--- config.mk ---
export PLATFORM = sky130hd
export DESIGN_NAME = instr_fetch_unit
export DESIGN_NICKNAME = d
export VERILOG_FILES = /design/src/rtl/ifu_pkg.sv /design/src/rtl/fetch_fifo.sv /design/src/rtl/instr_fetch_unit.sv
export SDC_FILE = /design/constraint.sdc
export NUM_CORES = 1
export LEC_CHECK = 0
export CAP_MARGIN = 15
export CORE_ASPECT_RATIO = 1.75
export CORE_MARGIN = 3
export CORE_UTILIZATION = 52
export DETAILED_ROUTE_END_ITERATION = 8
export HOLD_SLACK_MARGIN = 0.02
export PLACE_DENSITY_LB_ADDON = 0.15
export RECOVER_POWER = 50
export SLEW_MARGIN = 20
export SYNTH_ARGS = -nofsm -noshare
export SYNTH_HDL_FRONTEND = slang
export SYNTH_SLANG_ARGS = --single-unit
--- constraint.sdc ---
create_clock -name Clk -period 3.6 [get_ports Clk]
set_clock_uncertainty 0.15 [all_clocks]
set_input_delay 0.36 -clock Clk [delete_from_list [all_inputs] [get_ports Clk]]
set_output_delay 0.36 -clock Clk [all_outputs]
set_load 0.005 [all_outputs]
--- src/rtl/ifu_pkg.sv ---
// Shared definitions for the instruction fetch unit: FSM state encoding,
// instruction size and a saturating counter helper.
package ifu_pkg;

   typedef enum logic [1:0] {
      IDLE = 2'd0,
      REQ  = 2'd1,
      WAIT = 2'd2,
      DROP = 2'd3
   } ifu_state_e;

   localparam int unsigned INSTR_BYTES = 4;

   // Increment that sticks at all-ones instead of wrapping to zero.
   function automatic logic [31:0] sat_inc32(input logic [31:0] v);
      return (v == 32'hFFFF_FFFF) ? v : (v + 32'd1);
   endfunction

endpackage

--- src/rtl/fetch_fifo.sv ---
// Synchronous fetch buffer with flush. The head entry is held in a dedicated
// register so the output is registered and keeps its last value when empty.
module fetch_fifo #(
   parameter int DEPTH = 4,
   parameter int WIDTH = 96
) (
   input  logic                     clk_i,
   input  logic                     rst_ni,
   input  logic                     flush_i,
   input  logic                     push_i,
   input  logic                     pop_i,
   input  logic [WIDTH-1:0]         wdata_i,
   output logic                     valid_o,
   output logic [WIDTH-1:0]         rdata_o,
   output logic [$clog2(DEPTH):0]   count_o
);
   localparam int AW = $clog2(DEPTH);
   localparam int CW = AW + 1;

   logic [WIDTH-1:0] mem_q [DEPTH];
   logic [AW-1:0]    rd_ptr_q, rd_ptr_d, wr_ptr_q, wr_ptr_d;
   logic [CW-1:0]    count_q, count_d;
   logic             valid_q, valid_d;
   logic [WIDTH-1:0] head_q, head_d;
   logic             pop_s;

   assign pop_s = pop_i && valid_q;

   // Pointer, occupancy and next-head computation; flush wins over push/pop.
   always_comb begin
      rd_ptr_d = rd_ptr_q;
      wr_ptr_d = wr_ptr_q;
      count_d  = count_q;
      valid_d  = valid_q;
      head_d   = head_q;
      if (flush_i) begin
         rd_ptr_d = {AW{1'b0}};
         wr_ptr_d = {AW{1'b0}};
         count_d  = {CW{1'b0}};
         valid_d  = 1'b0;
      end else begin
         if (push_i) begin
            wr_ptr_d = wr_ptr_q + AW'(1'b1);
         end else begin
            wr_ptr_d = wr_ptr_q;
         end
         if (pop_s) begin
            rd_ptr_d = rd_ptr_q + AW'(1'b1);
         end else begin
            rd_ptr_d = rd_ptr_q;
         end
         count_d = count_q + CW'(push_i) - CW'(pop_s);
         valid_d = (count_d != {CW{1'b0}});
         // New head comes straight from the write port when it lands in the head slot.
         if (count_d != {CW{1'b0}}) begin
            head_d = (push_i && (wr_ptr_q == rd_ptr_d)) ? wdata_i : mem_q[rd_ptr_d];
         end else begin
            head_d = head_q;
         end
      end
   end

   // Storage array write; contents are only read after being written.
   always_ff @(posedge clk_i) begin
      if (push_i && !flush_i) begin
         mem_q[wr_ptr_q] <= wdata_i;
      end
   end

   // Control and head registers.
   always_ff @(posedge clk_i or negedge rst_ni) begin
      if (!rst_ni) begin
         rd_ptr_q <= {AW{1'b0}};
         wr_ptr_q <= {AW{1'b0}};
         count_q  <= {CW{1'b0}};
         valid_q  <= 1'b0;
         head_q   <= {WIDTH{1'b0}};
      end else begin
         rd_ptr_q <= rd_ptr_d;
         wr_ptr_q <= wr_ptr_d;
         count_q  <= count_d;
         valid_q  <= valid_d;
         head_q   <= head_d;
      end
   end

   assign valid_o = valid_q;
   assign rdata_o = head_q;
   assign count_o = count_q;

endmodule

--- src/rtl/instr_fetch_unit.sv ---
// Instruction fetch unit: one outstanding memory read at a time, fetched words
// buffered in fetch_fifo and presented to decode tagged with their PC.
// A redirect flushes the buffer and drops any in-flight response.
// Optional build macro IFU_PERF_CNT_EN adds FetchCount/DropCount outputs.
module instr_fetch_unit
   import ifu_pkg::*;
#(
   parameter int unsigned      PC_W       = 64,
   parameter int unsigned      INSTR_W    = 32,
   parameter int unsigned      FIFO_DEPTH = 4,
   parameter logic [PC_W-1:0]  RESET_PC   = {PC_W{1'b0}}
) (
   input  logic                Clk,
   input  logic                Reset_n,
   input  logic                Redirect,
   input  logic [PC_W-1:0]     RedirectPC,
   output logic                MemReqValid,
   input  logic                MemReqReady,
   output logic [PC_W-1:0]     MemReqAddr,
   input  logic                MemRespValid,
   input  logic [INSTR_W-1:0]  MemRespData,
   output logic                InstrValid,
   input  logic                InstrReady,
   output logic [INSTR_W-1:0]  InstrData,
   output logic [PC_W-1:0]     InstrPC
`ifdef IFU_PERF_CNT_EN
   ,
   output logic [31:0]         FetchCount,
   output logic [31:0]         DropCount
`endif
);
   localparam int unsigned CW = $clog2(FIFO_DEPTH) + 1;
   localparam int unsigned OW = CW + 1;
   localparam int unsigned PW = INSTR_W + PC_W;

   ifu_state_e       state_q, state_d;
   logic [PC_W-1:0]  fetch_pc_q, fetch_pc_d;
   logic [PC_W-1:0]  req_pc_q, req_pc_d;
   logic             hs_s, push_s, pop_s, fifo_valid_s;
   logic [CW-1:0]    occ_s;
   logic [OW-1:0]    occ_after_s;
   logic [PW-1:0]    head_s;

   assign hs_s        = (state_q == REQ) && MemReqReady;
   // A response that coincides with a redirect belongs to the old path.
   assign push_s      = (state_q == WAIT) && MemRespValid && !Redirect;
   assign pop_s       = fifo_valid_s && InstrReady;
   assign occ_after_s = OW'(occ_s) + OW'(1'b1) - OW'(pop_s);
   assign req_pc_d    = hs_s ? fetch_pc_q : req_pc_q;

   // Next-state logic; the only outstanding read lives in WAIT or DROP.
   always_comb begin
      state_d = state_q;
      case (state_q)
         IDLE: begin
            if (Redirect || (occ_s < CW'(FIFO_DEPTH))) begin
               state_d = REQ;
            end else begin
               state_d = IDLE;
            end
         end
         REQ: begin
            if (hs_s) begin
               state_d = Redirect ? DROP : WAIT;
            end else begin
               state_d = REQ;
            end
         end
         WAIT: begin
            if (MemRespValid) begin
               if (Redirect || (occ_after_s < OW'(FIFO_DEPTH))) begin
                  state_d = REQ;
               end else begin
                  state_d = IDLE;
               end
            end else if (Redirect) begin
               state_d = DROP;
            end else begin
               state_d = WAIT;
            end
         end
         DROP: begin
            // A redirect here only moves FetchPC; leave once the stale data is back.
            state_d = MemRespValid ? REQ : DROP;
         end
         default: begin
            state_d = IDLE;
         end
      endcase
   end

   // Fetch address: redirect target beats the sequential increment.
   always_comb begin
      if (Redirect) begin
         fetch_pc_d = RedirectPC;
      end else if (hs_s) begin
         fetch_pc_d = fetch_pc_q + PC_W'(INSTR_BYTES);
      end else begin
         fetch_pc_d = fetch_pc_q;
      end
   end

   // FSM state, fetch address and in-flight request PC registers.
   always_ff @(posedge Clk or negedge Reset_n) begin
      if (!Reset_n) begin
         state_q    <= IDLE;
         fetch_pc_q <= RESET_PC;
         req_pc_q   <= {PC_W{1'b0}};
      end else begin
         state_q    <= state_d;
         fetch_pc_q <= fetch_pc_d;
         req_pc_q   <= req_pc_d;
      end
   end

   fetch_fifo #(
      .DEPTH (FIFO_DEPTH),
      .WIDTH (PW)
   ) u_fetch_fifo (
      .clk_i   (Clk),
      .rst_ni  (Reset_n),
      .flush_i (Redirect),
      .push_i  (push_s),
      .pop_i   (pop_s),
      .wdata_i ({MemRespData, req_pc_q}),
      .valid_o (fifo_valid_s),
      .rdata_o (head_s),
      .count_o (occ_s)
   );

   assign MemReqValid = (state_q == REQ);
   assign MemReqAddr  = fetch_pc_q;
   assign InstrValid  = fifo_valid_s;
   assign InstrData   = head_s[PW-1:PC_W];
   assign InstrPC     = head_s[PC_W-1:0];

`ifdef IFU_PERF_CNT_EN
   logic [31:0] fetch_cnt_q, drop_cnt_q;
   logic        drop_s;

   assign drop_s = MemRespValid && ((state_q == DROP) || ((state_q == WAIT) && Redirect));

   // Saturating event counters for buffered and discarded responses.
   always_ff @(posedge Clk or negedge Reset_n) begin
      if (!Reset_n) begin
         fetch_cnt_q <= 32'd0;
         drop_cnt_q  <= 32'd0;
      end else begin
         if (push_s) begin
            fetch_cnt_q <= sat_inc32(fetch_cnt_q);
         end
         if (drop_s) begin
            drop_cnt_q <= sat_inc32(drop_cnt_q);
         end
      end
   end

   assign FetchCount = fetch_cnt_q;
   assign DropCount  = drop_cnt_q;
`endif

endmodule
==> flow_summary.json, run 1 <==
{
  "fin_crit_sh": 0.909,
  "synth.distinct_cells": 57,
  "coreArea_sq_um": 53500,
  "synth_edf_count": 384,
  "async_reset_ff_frac": 0.379,
  "dieArea_sq_um": 57100,
  "yosysSeqAreaShare": 0.617,
  "htree_levels": 2,
  "violations": "capacitance limit, slew limit",
  "synthesis.nets": 2617,
  "p_per_area_nw_per_um2": 650,
  "area_delta_synth_final_pct": 18.9,
  "p_total_uw": 21800,
  "postCtsSetupRepairBufs": 0,
  "relSlewSlack": -0.261,
  "leakagePower_uw": 0.0115,
  "setup_violations": 0,
  "die_h_um": 314,
  "synth_area_leader_cell": "edfxtp_1",
  "firstDrtPassIters": 7,
  "clock_sinks": 618,
  "grt_max_degree": 193,
  "fp.dieW_um": 182,
  "critPathMaxFanout": 34,
  "cts.clk_slew.worst_paths_ps": 70,
  "instances_no_fill": 3405,
  "finalMaxSlewViolations": 173,
  "track_usage": 0.274,
  "grt_setup_unrepaired": "false",
  "io_pins": 264,
  "antenna_found_initial": 0,
  "crit_type": "reg2reg",
  "place_ws_ps": 32.4,
  "tightestPinTransition_ps": 1890,
  "critPathCaptureType": "flop",
  "dp.final_hpwl_mm": 48.3,
  "status": "complete, but fails checks",
  "reg2reg_from": "u_fetch_fifo.valid_o",
  "crit_end": "u_fetch_fifo.rdata_o[93]",
  "grt_pass1_wl_mm": 125,
  "fmax_mhz": 305,
  "hold_path.class": "in2reg",
  "numCtsBuffers": 56,
  "synth_area_sq_um": 28200,
  "finalNetCount": 2784,
  "n_antenna_cell": 0,
  "netlist.area_leader.share": 0.409,
  "cts_tree": "done",
  "reg2reg_slack_ps": 330,
  "cp_data_required_time_ps": 3950,
  "routedWlPerCell_um": 23.6,
  "syn_inst": 2506,
  "cts_resized": 0,
  "placedCellCount": 3297,
  "port_buffers": 263,
  "fp-row-count": 112,
  "layout-drive-gt1-share": 0.0985,
  "cap_viol_max_count": 3,
  "grt_pass1_vias": 22032,
  "vias": 21594,
  "synth-main-ff-cell": "edfxtp_1",
  "syn_avg_cell_area_sq_um": 11.2,
  "clkLatencyLatePin_ps": 600,
  "setup_ws_ps": 327,
  "drc": 0,
  "overflow": 0,
  "yosys_warnings": 0,
  "gp_congestion": 0.907,
  "hold_viol": 0,
  "reg2reg_depth": 14,
  "hold_ws_ps": 150,
  "period_minus_slack_ps": 3270,
  "worstPathArrival_ps": 3620,
  "vias_per_cell": 6.34,
  "cts_root_buf": "clkbuf_16",
  "drtIter0Drc": 1719,
  "startpoint_type": "flop",
  "crit_start": "u_fetch_fifo.valid_o",
  "cts_buffer_depth": 3,
  "vdd.ir_drop.worst_v": 0.000529,
  "r2r_end": "u_fetch_fifo.rdata_o[93]",
  "ys_ff_latch": 618,
  "wl_mm": 80.3,
  "ant_nets": 0,
  "start_util": 0.526,
  "tns_ps": 0,
  "holdBufCountCts": 2,
  "synthTopCellsByArea": "edfxtp_1, dfrtp_1, nand2_1"
}
## metrics by stage
step | area, sq um | utilization
4_1_cts | 33600 | 0.627
6_report | 33500 | 0.626
2_1_floorplan | 28200 | -
5_1_grt | 33500 | 0.626
3_5_place_dp | 31600 | 0.591
3_3_place_gp | 31600 | 0.591
## cell usage after synthesis, drive strengths merged (2+ instances only)
library cell	number
a221o	4
a22oi	6
a31oi	102
and2	8
and3	11
and4	8
buf	60
clkbuf	156
dfrtp	234
edfxtp	384
ha	8
inv	13
mux2	100
mux2i	9
nand2	354
nand3	125
nand3b	3
nand4	37
nand4b	4
nor2	117
nor2b	13
nor3	117
nor3b	96
nor4	28
o211ai	2
o21ai	246
o221ai	96
o22ai	95
o311ai	2
or3	5
or4	4
xnor2	28
xor2	21
## worst min path at each step
| stage | from | end | slack, ps | depth (start not counted) |
|---|---|---|---|---|
| 3_3_place_gp | Reset_n | MemReqAddr[42] | 320 | 1 |
| 6_report | RedirectPC[37] | MemReqAddr[37] | 150 | 3 |
| 2_1_floorplan | Reset_n | MemReqAddr[0] | -90 | 0 |
| 4_1_cts | RedirectPC[23] | MemReqAddr[23] | 120 | 3 |
| 5_1_grt | RedirectPC[23] | MemReqAddr[23] | 160 | 3 |
| 3_5_place_dp | Reset_n | MemReqAddr[42] | 300 | 1 |
## power breakdown
| part | total, uW | internal, uW | leakage, uW | switching [uW] |
|---|---|---|---|---|
| clock network | 6310 | 3660 | 0.000943 | 2650 |
| registers | 9760 | 8730 | 0.00621 | 1030 |
| logic | 5690 | 2560 | 0.00435 | 3130 |
| total | 21800 | 15000 | 0.0115 | 6810 |
## area by class of cell
cell class / count / area, sq um
Clock buffer: 75 / 1540
Clock inverter: 31 / 392
Fill cell: 4188 / 20000
Inverter: 13 / 53.8
Multi-Input combinational cell: 1659 / 9930
Sequential cell: 618 / 17400
Tap cell: 684 / 856
Timing Repair Buffer: 325 / 3340
## routing by layer
metal  track usage  share of wire
met1         0.349           0.39
met2         0.469           0.50
met3        0.0416          0.068
met4         0.116          0.040
met5             0              0
## critical path, cell delays in order, from the launching register on
cell     delay (ps)
dfrtp_1         520
nand2_1         230
inv_6           110
ha_1            220
inv_1            60
ha_1            140
inv_1            50
fa_1            370
xor2_1          160
xnor2_1         180
a31oi_4         270
buf_12          260
buf_12          200
nor2_1           60
a31oi_1         160
## flip-flops by register name, summed over array words and instances (netlist names), 2 cells and up
signal / count
u_fetch_fifo.wr_ptr_q: 2
state_q: 2
u_fetch_fifo.count_o: 3
u_fetch_fifo.rd_ptr_q: 2
MemReqAddr: 64
req_pc_q: 64
u_fetch_fifo.rdata_o: 96
u_fetch_fifo.mem_q: 384
## placed cells by master (no fill, tap or decap), drive strengths merged, types with 11 or more instances in the layout
cell	n
nand3	125
dlygate4sd3	84
inv	15
clkbuf	85
nor2	117
nand2	354
nor2b	13
o22ai	95
nor3	117
xor2	21
nand4	37
o221ai	96
a31oi	102
nor4	28
o21ai	246
mux2	100
dfrtp	234
edfxtp	384
nor3b	96
clkinv	17
and3	11
xnor2	28
buf	52
clkdlybuf4s50	179
## kinds of logic (layout without fill, tap and decap cells)
kind of cell	after synthesis	count (layout)	synth area share
compound gates	560	560	0.124
mux	109	109	0.0432
xor+xnor	49	49	0.0152
buf+inv	229	444	0.0321
simple gates	932	932	0.164
flops	618	618	0.617
fa+ha+maj	9	9	0.00426
No activity file was read; power rests on OpenSTA's default activity.
==> run 2: changes to the inputs <==
--- a/config.mk
+++ b/config.mk
@@ -5,7 +5,6 @@
 export SDC_FILE = /design/constraint.sdc
 export NUM_CORES = 1
 export LEC_CHECK = 0
-export CAP_MARGIN = 15
 export CORE_ASPECT_RATIO = 1.75
 export CORE_MARGIN = 3
 export CORE_UTILIZATION = 52
==> results of run 2 <==
Same layout as run 1: the final DEF is identical, and so are final timing and power.
==> run 3: changes to the inputs <==
--- a/config.mk
+++ b/config.mk
@@ -6,12 +6,13 @@
 export NUM_CORES = 1
 export LEC_CHECK = 0
 export CORE_ASPECT_RATIO = 1.75
-export CORE_MARGIN = 3
-export CORE_UTILIZATION = 52
+export CORE_UTILIZATION = 54
+export CTS_BUF_LIST = sky130_fd_sc_hd__clkbuf_8
 export DETAILED_ROUTE_END_ITERATION = 8
 export HOLD_SLACK_MARGIN = 0.02
 export PLACE_DENSITY_LB_ADDON = 0.15
 export RECOVER_POWER = 50
+export SETUP_SLACK_MARGIN = 0.5
 export SLEW_MARGIN = 20
 export SYNTH_ARGS = -nofsm -noshare
 export SYNTH_HDL_FRONTEND = slang
==> flow_summary.json, run 3 (same netlist as run 1, synthesis figures left out) <==
{
  "status": "complete, but fails checks",
  "violations": "capacitance limit, slew limit",
  "cts_root_buf": "clkbuf_8",
  "antenna_found_initial": 2,
  "relSlewSlack": -0.0855,
  "slowest_stage": "clkbuf_2",
  "worstPathArrival_ps": 3360,
  "port_buffers": 263,
  "hold_path.class": "in2async",
  "vias": 21987,
  "numCtsBuffers": 87,
  "fmax_mhz": 309,
  "r2r_end": "u_fetch_fifo.mem_q[1][76]",
  "firstDrtPassIters": 5,
  "utilization": 0.649,
  "area_delta_synth_final_pct": 18.5,
  "vdd.ir_drop.worst_v": 0.000432,
  "layout-drive-gt1-share": 0.112,
  "coreArea_sq_um": 51500,
  "reg2reg_depth": 5,
  "overflow": 0,
  "hold_viol": 0,
  "critPathCaptureType": "flop",
  "cp_data_required_time_ps": 3730,
  "cts_tree": "done",
  "tightestPinTransition_ps": 1630,
  "cts.clk_slew.worst_paths_ps": 70,
  "finalMaxSlewViolations": 83,
  "p_total_uw": 21200,
  "dp.final_hpwl_mm": 47.3,
  "gp_congestion": 0.946,
  "clkLatencyLatePin_ps": 680,
  "n_fill_cell": 4010,
  "grt_pass1_wl_mm": 122,
  "crit_type": "reg2reg",
  "leakagePower_uw": 0.0116,
  "startpoint_type": "flop",
  "final_cell_mix": "edfxtp_1, nand2_1, o21ai_0, dfrtp_1, clkdlybuf4s50_1",
  "cts_buffer_depth": 3,
  "finalNetCount": 2816,
  "instances_no_fill": 3452,
  "cap_viol_max_count": 2,
  "clock_sinks": 618,
  "critPathMaxFanout": 31,
  "path_cells": "nand3b_1 -> nor2_1 -> clkbuf_1 -> and2_0 -> clkbuf_2",
  "ant_nets": 0,
  "reg2reg_slack_ps": 370,
  "fin_crit_sh": 0.898,
  "largest_register_ffs": 384,
  "io_pins": 264,
  "htree_levels": 3,
  "routedWlPerCell_um": 23.1,
  "placedCellCount": 3284,
  "hold_ws_ps": 66.3,
  "grt_setup_unrepaired": "true",
  "final_common_cell": "edfxtp_1",
  "grt_max_degree": 218,
  "start_util": 0.547,
  "vias_per_cell": 6.37,
  "p_per_area_nw_per_um2": 634,
  "grt_pass1_vias": 22131,
  "track_usage": 0.295,
  "drtIter0Drc": 2050,
  "setup_violations": 0,
  "die_h_um": 304,
  "tns_ps": 0,
  "wl_mm": 79.7,
  "max_stage_delay_ps": 910,
  "top_register": "u_fetch_fifo.mem_q",
  "reg2reg_from": "state_q[0]",
  "fp-row-count": 110,
  "dieArea_sq_um": 53100,
  "fp.dieW_um": 175,
  "period_minus_slack_ps": 3230,
  "drc": 0
}
[run 3: changes by cell type in the layout (fill, tap and decap cells not counted), moves of 4 or more]
cell / before / now
clkbuf_8: 5 / 102
clkbuf_16: 57 / 1
dlygate4sd3_1: 84 / 40
clkdlybuf4s50_1: 179 / 222
inv_1: 12 / 36
clkbuf_1: 20 / 5
bufinv_16: 9 / 4
clkinv_1: 6 / 11
clkinv_2: 10 / 14
[run 3: final cells by class]
type / instances / area (sq um) / share of cell area
sequential: 618 / 17400 / 0.521
clock inverter: 60 / 383 / 0.0115
inverter: 13 / 50.0 / 0.00150
antenna: 2 / 5.00 / 0.000150
tap: 672 / 841 / 0.0252
multi-input combinational: 1659 / 9920 / 0.297
clock buffer: 102 / 1400 / 0.0420
timing repair buffer: 326 / 3400 / 0.102
[run 3: power breakdown]
part	leakage (uW)	internal, uW	switching, uW	total, uW
sequential	0.00621	8740	1010	9740
clock	0.00101	2890	2660	5560
combinational	0.00440	2700	3190	5890
[run 3: how the worst max path moves through the flow]
| stage | startpoint | endpoint | slack (ps) | depth (start not counted) |
|---|---|---|---|---|
| after CTS | state_q[0] | u_fetch_fifo.rdata_o[43] | 590 | 12 |
| after global routing | state_q[0] | u_fetch_fifo.mem_q[0][89] | 220 | 5 |
| final | state_q[0] | u_fetch_fifo.mem_q[1][76] | 370 | 5 |
| after global placement | InstrReady | u_fetch_fifo.rdata_o[43] | 140 | 15 |
| after floorplan | u_fetch_fifo.valid_o | u_fetch_fifo.rdata_o[76] | 420 | 15 |
| after detailed placement | InstrReady | u_fetch_fifo.rdata_o[43] | 50 | 15 |
[run 3: routing by layer]
layer	up-vias	global-route usage	share of wire
met5	-	0	0
met4	0	0.137	0.035
met3	138	0.0507	0.075
met2	1048	0.507	0.51
met1	10957	0.360	0.38
li1	9844	-	-
[run 3: metrics by stage]
| stage | setup WS [ps] | cell area (sq um) |
|---|---|---|
| final | 367 | 33400 |
| after global routing | 215 | 33400 |
| after CTS | 587 | 33400 |
| after detailed placement | 46.8 | 31600 |
| after global placement | 144 | 31600 |
| after floorplan | 423 | 28200 |
[run 3: what timing repair did]
item                                    in CTS  in global routing
endpoints found under the hold margin       85                  0
hold buffers                                 1                  0
resized for setup                            0                  1
endpoints found under the setup margin       0                 82
buffers inserted                             0                  2
[run 3: worst max-delay path, delay by kind of cell, from the launching register on]
family,cells,cell delay [ps]
AND/OR/NAND/NOR,3,980
buffers and inverters,2,1220
flip-flops,1,480
==> RTL change, RTL diff (config.mk and constraints of run 2) <==
The parameter `FIFO_DEPTH` goes from 4 to 2.
--- a/src/rtl/instr_fetch_unit.sv
+++ b/src/rtl/instr_fetch_unit.sv
@@ -9,3 +9,3 @@
    parameter int unsigned      INSTR_W    = 32,
-   parameter int unsigned      FIFO_DEPTH = 4,
+   parameter int unsigned      FIFO_DEPTH = 2,
    parameter logic [PC_W-1:0]  RESET_PC   = {PC_W{1'b0}}
Formal check against the unedited RTL: not equivalent (Yosys sat finds a counterexample within 10 cycles, from zero or initial values and one cycle with Reset_n low).
==> RTL change against run 2 <==
- the run still ends with max-capacitance violations, max-slew violations left
- count of clock-buffer cells in the layout decreased by 12
- worst setup slack improved by 210 ps
- cell area decreased by 34%
- routed wire length decreased by 42%
- critical path depth decreased by 9
- power decreased by 34%
- synthesized area decreased by 37%
- sequential cell count decreased by 195
- hold slack improved by 78 ps
- critical path type unchanged
- critical endpoint is now MemReqAddr[59]
==> RTL change: results (changes against run 2) <==
Status
  • Status: finished, violations left (unchanged)
  • Failing checks: max-capacitance violations, max-slew violations (unchanged)

Pwr
  • Leakage: 8.46 nW (was 11.5 nW)

Run
  • Max-cap violations: 3 (unchanged)

Cells and area
  • Antenna cell count: 1 (was 0)
  • Layout cells sized above 1: 5.72% (was 9.85%)
  • Number of non-clock inverters: 7 (was 13)
  • Area of the multi-input gates: 5700 sq um (was 9930 sq um)
  • Fillers: 2633 (was 4188)
  • # clk buffers: 63 (was 75)
  • Sequential cell area: 11500 sq um (was 17400 sq um)

Synth
  • Sequential area share after synthesis: 65.4% (was 61.7%)
  • Net Count, Synth: 1694 (was 2617)
  • Synth top cells by count: nand2_1 (367), o21ai_0 (244), dfrtp_1 (231) (was edfxtp_1 (384), nand2_1 (354), dfrtp_1 (234))
  • Top post-synthesis cells by area: dfrtp_1 (33%), edfxtp_1 (33%), nand2_1 (7.8%) (was edfxtp_1 (41%), dfrtp_1 (21%), nand2_1 (4.7%))
  • Cell variety after synth: 40 (was 57)
  • Synthesized instance count: 1588 (was 2506)

STA
  • Final Max Slew Viols: 154 (was 173)
  • Final min period: 3060 ps (was 3270 ps)
  • Worst slew margin: -66.7% (was -26.1%)

Floorplanning
  • Die ar.: 36300 sq um (was 57100 sq um)

Drt
  • Routed len/inst: 20.3 um (was 23.6 um)
  • Routed WL: 46900 um (was 80300 um)

Worst setup path
  • R2R depth: 5 (was 14)

Placement
  • Place WS: 314 ps (was 32.4 ps)

Global routing
  • GRT Total Usage: 25.8% (was 27.4%)
RTL change: changes by cell type in the layout (fill, tap and decap cells not counted), sizes merged, moves of 95 or more:
| cell | delta |
|---|---|
| nor3b | -96 |
| o22ai | -95 |
| nor3 | -107 |
| nand3 | -99 |
| a211oi | +96 |
| mux2 | -97 |
| o221ai | -96 |
| edfxtp | -192 |
RTL change: report_power, final:
group / total [mW] / internal (mW) / switching (mW)
combinational: 3.67 / 1.82 / 1.85
clock: 3.97 / 2.25 / 1.71
sequential: 6.74 / 6.04 / 0.703
total: 14.4 / 10.1 / 4.27
RTL change: how the worst min path moves through the flow:
stage                                    end  cells past startpoint           start
global route                  MemReqAddr[10]                      3  RedirectPC[10]
global placement    u_fetch_fifo.rdata_o[67]                      1         Reset_n
CTS                           MemReqAddr[33]                      3  RedirectPC[33]
finish                        MemReqAddr[13]                      3  RedirectPC[13]
detailed placement  u_fetch_fifo.rdata_o[67]                      1         Reset_n
floorplan                      MemReqAddr[0]                      0         Reset_n
RTL change: logic make-up after synthesis:
group,count (synthesis),synth area share (%)
buffers and inverters,113,2.54
flip-flops,423,65.4
AND/OR/NAND/NOR,631,16.9
AO/OA/AOI/OAI,361,11.8
XOR/XNOR,48,2.54
adder cells (fa/ha/maj),4,0.283
multiplexers,8,0.475
RTL change: through the flow:
| step | utilization, % | hold WS (ps) |
|---|---|---|
| floorplan | - | -85.6 |
| global placement | 62.9 | 267 |
| detailed placement | 62.9 | 264 |
| CTS | 66.6 | 212 |
| global route | 66.5 | 243 |
| finish | 66.5 | 228 |
RTL change: per-layer routing:
layer / part of all wire, % / track usage [%] / wire length, um
met5: 0.017 / 0 / 8
met4: 4.7 / 11.5 / 2180
met3: 4.7 / 3.58 / 2200
met2: 52 / 46.2 / 24300
met1: 39 / 31.1 / 18200
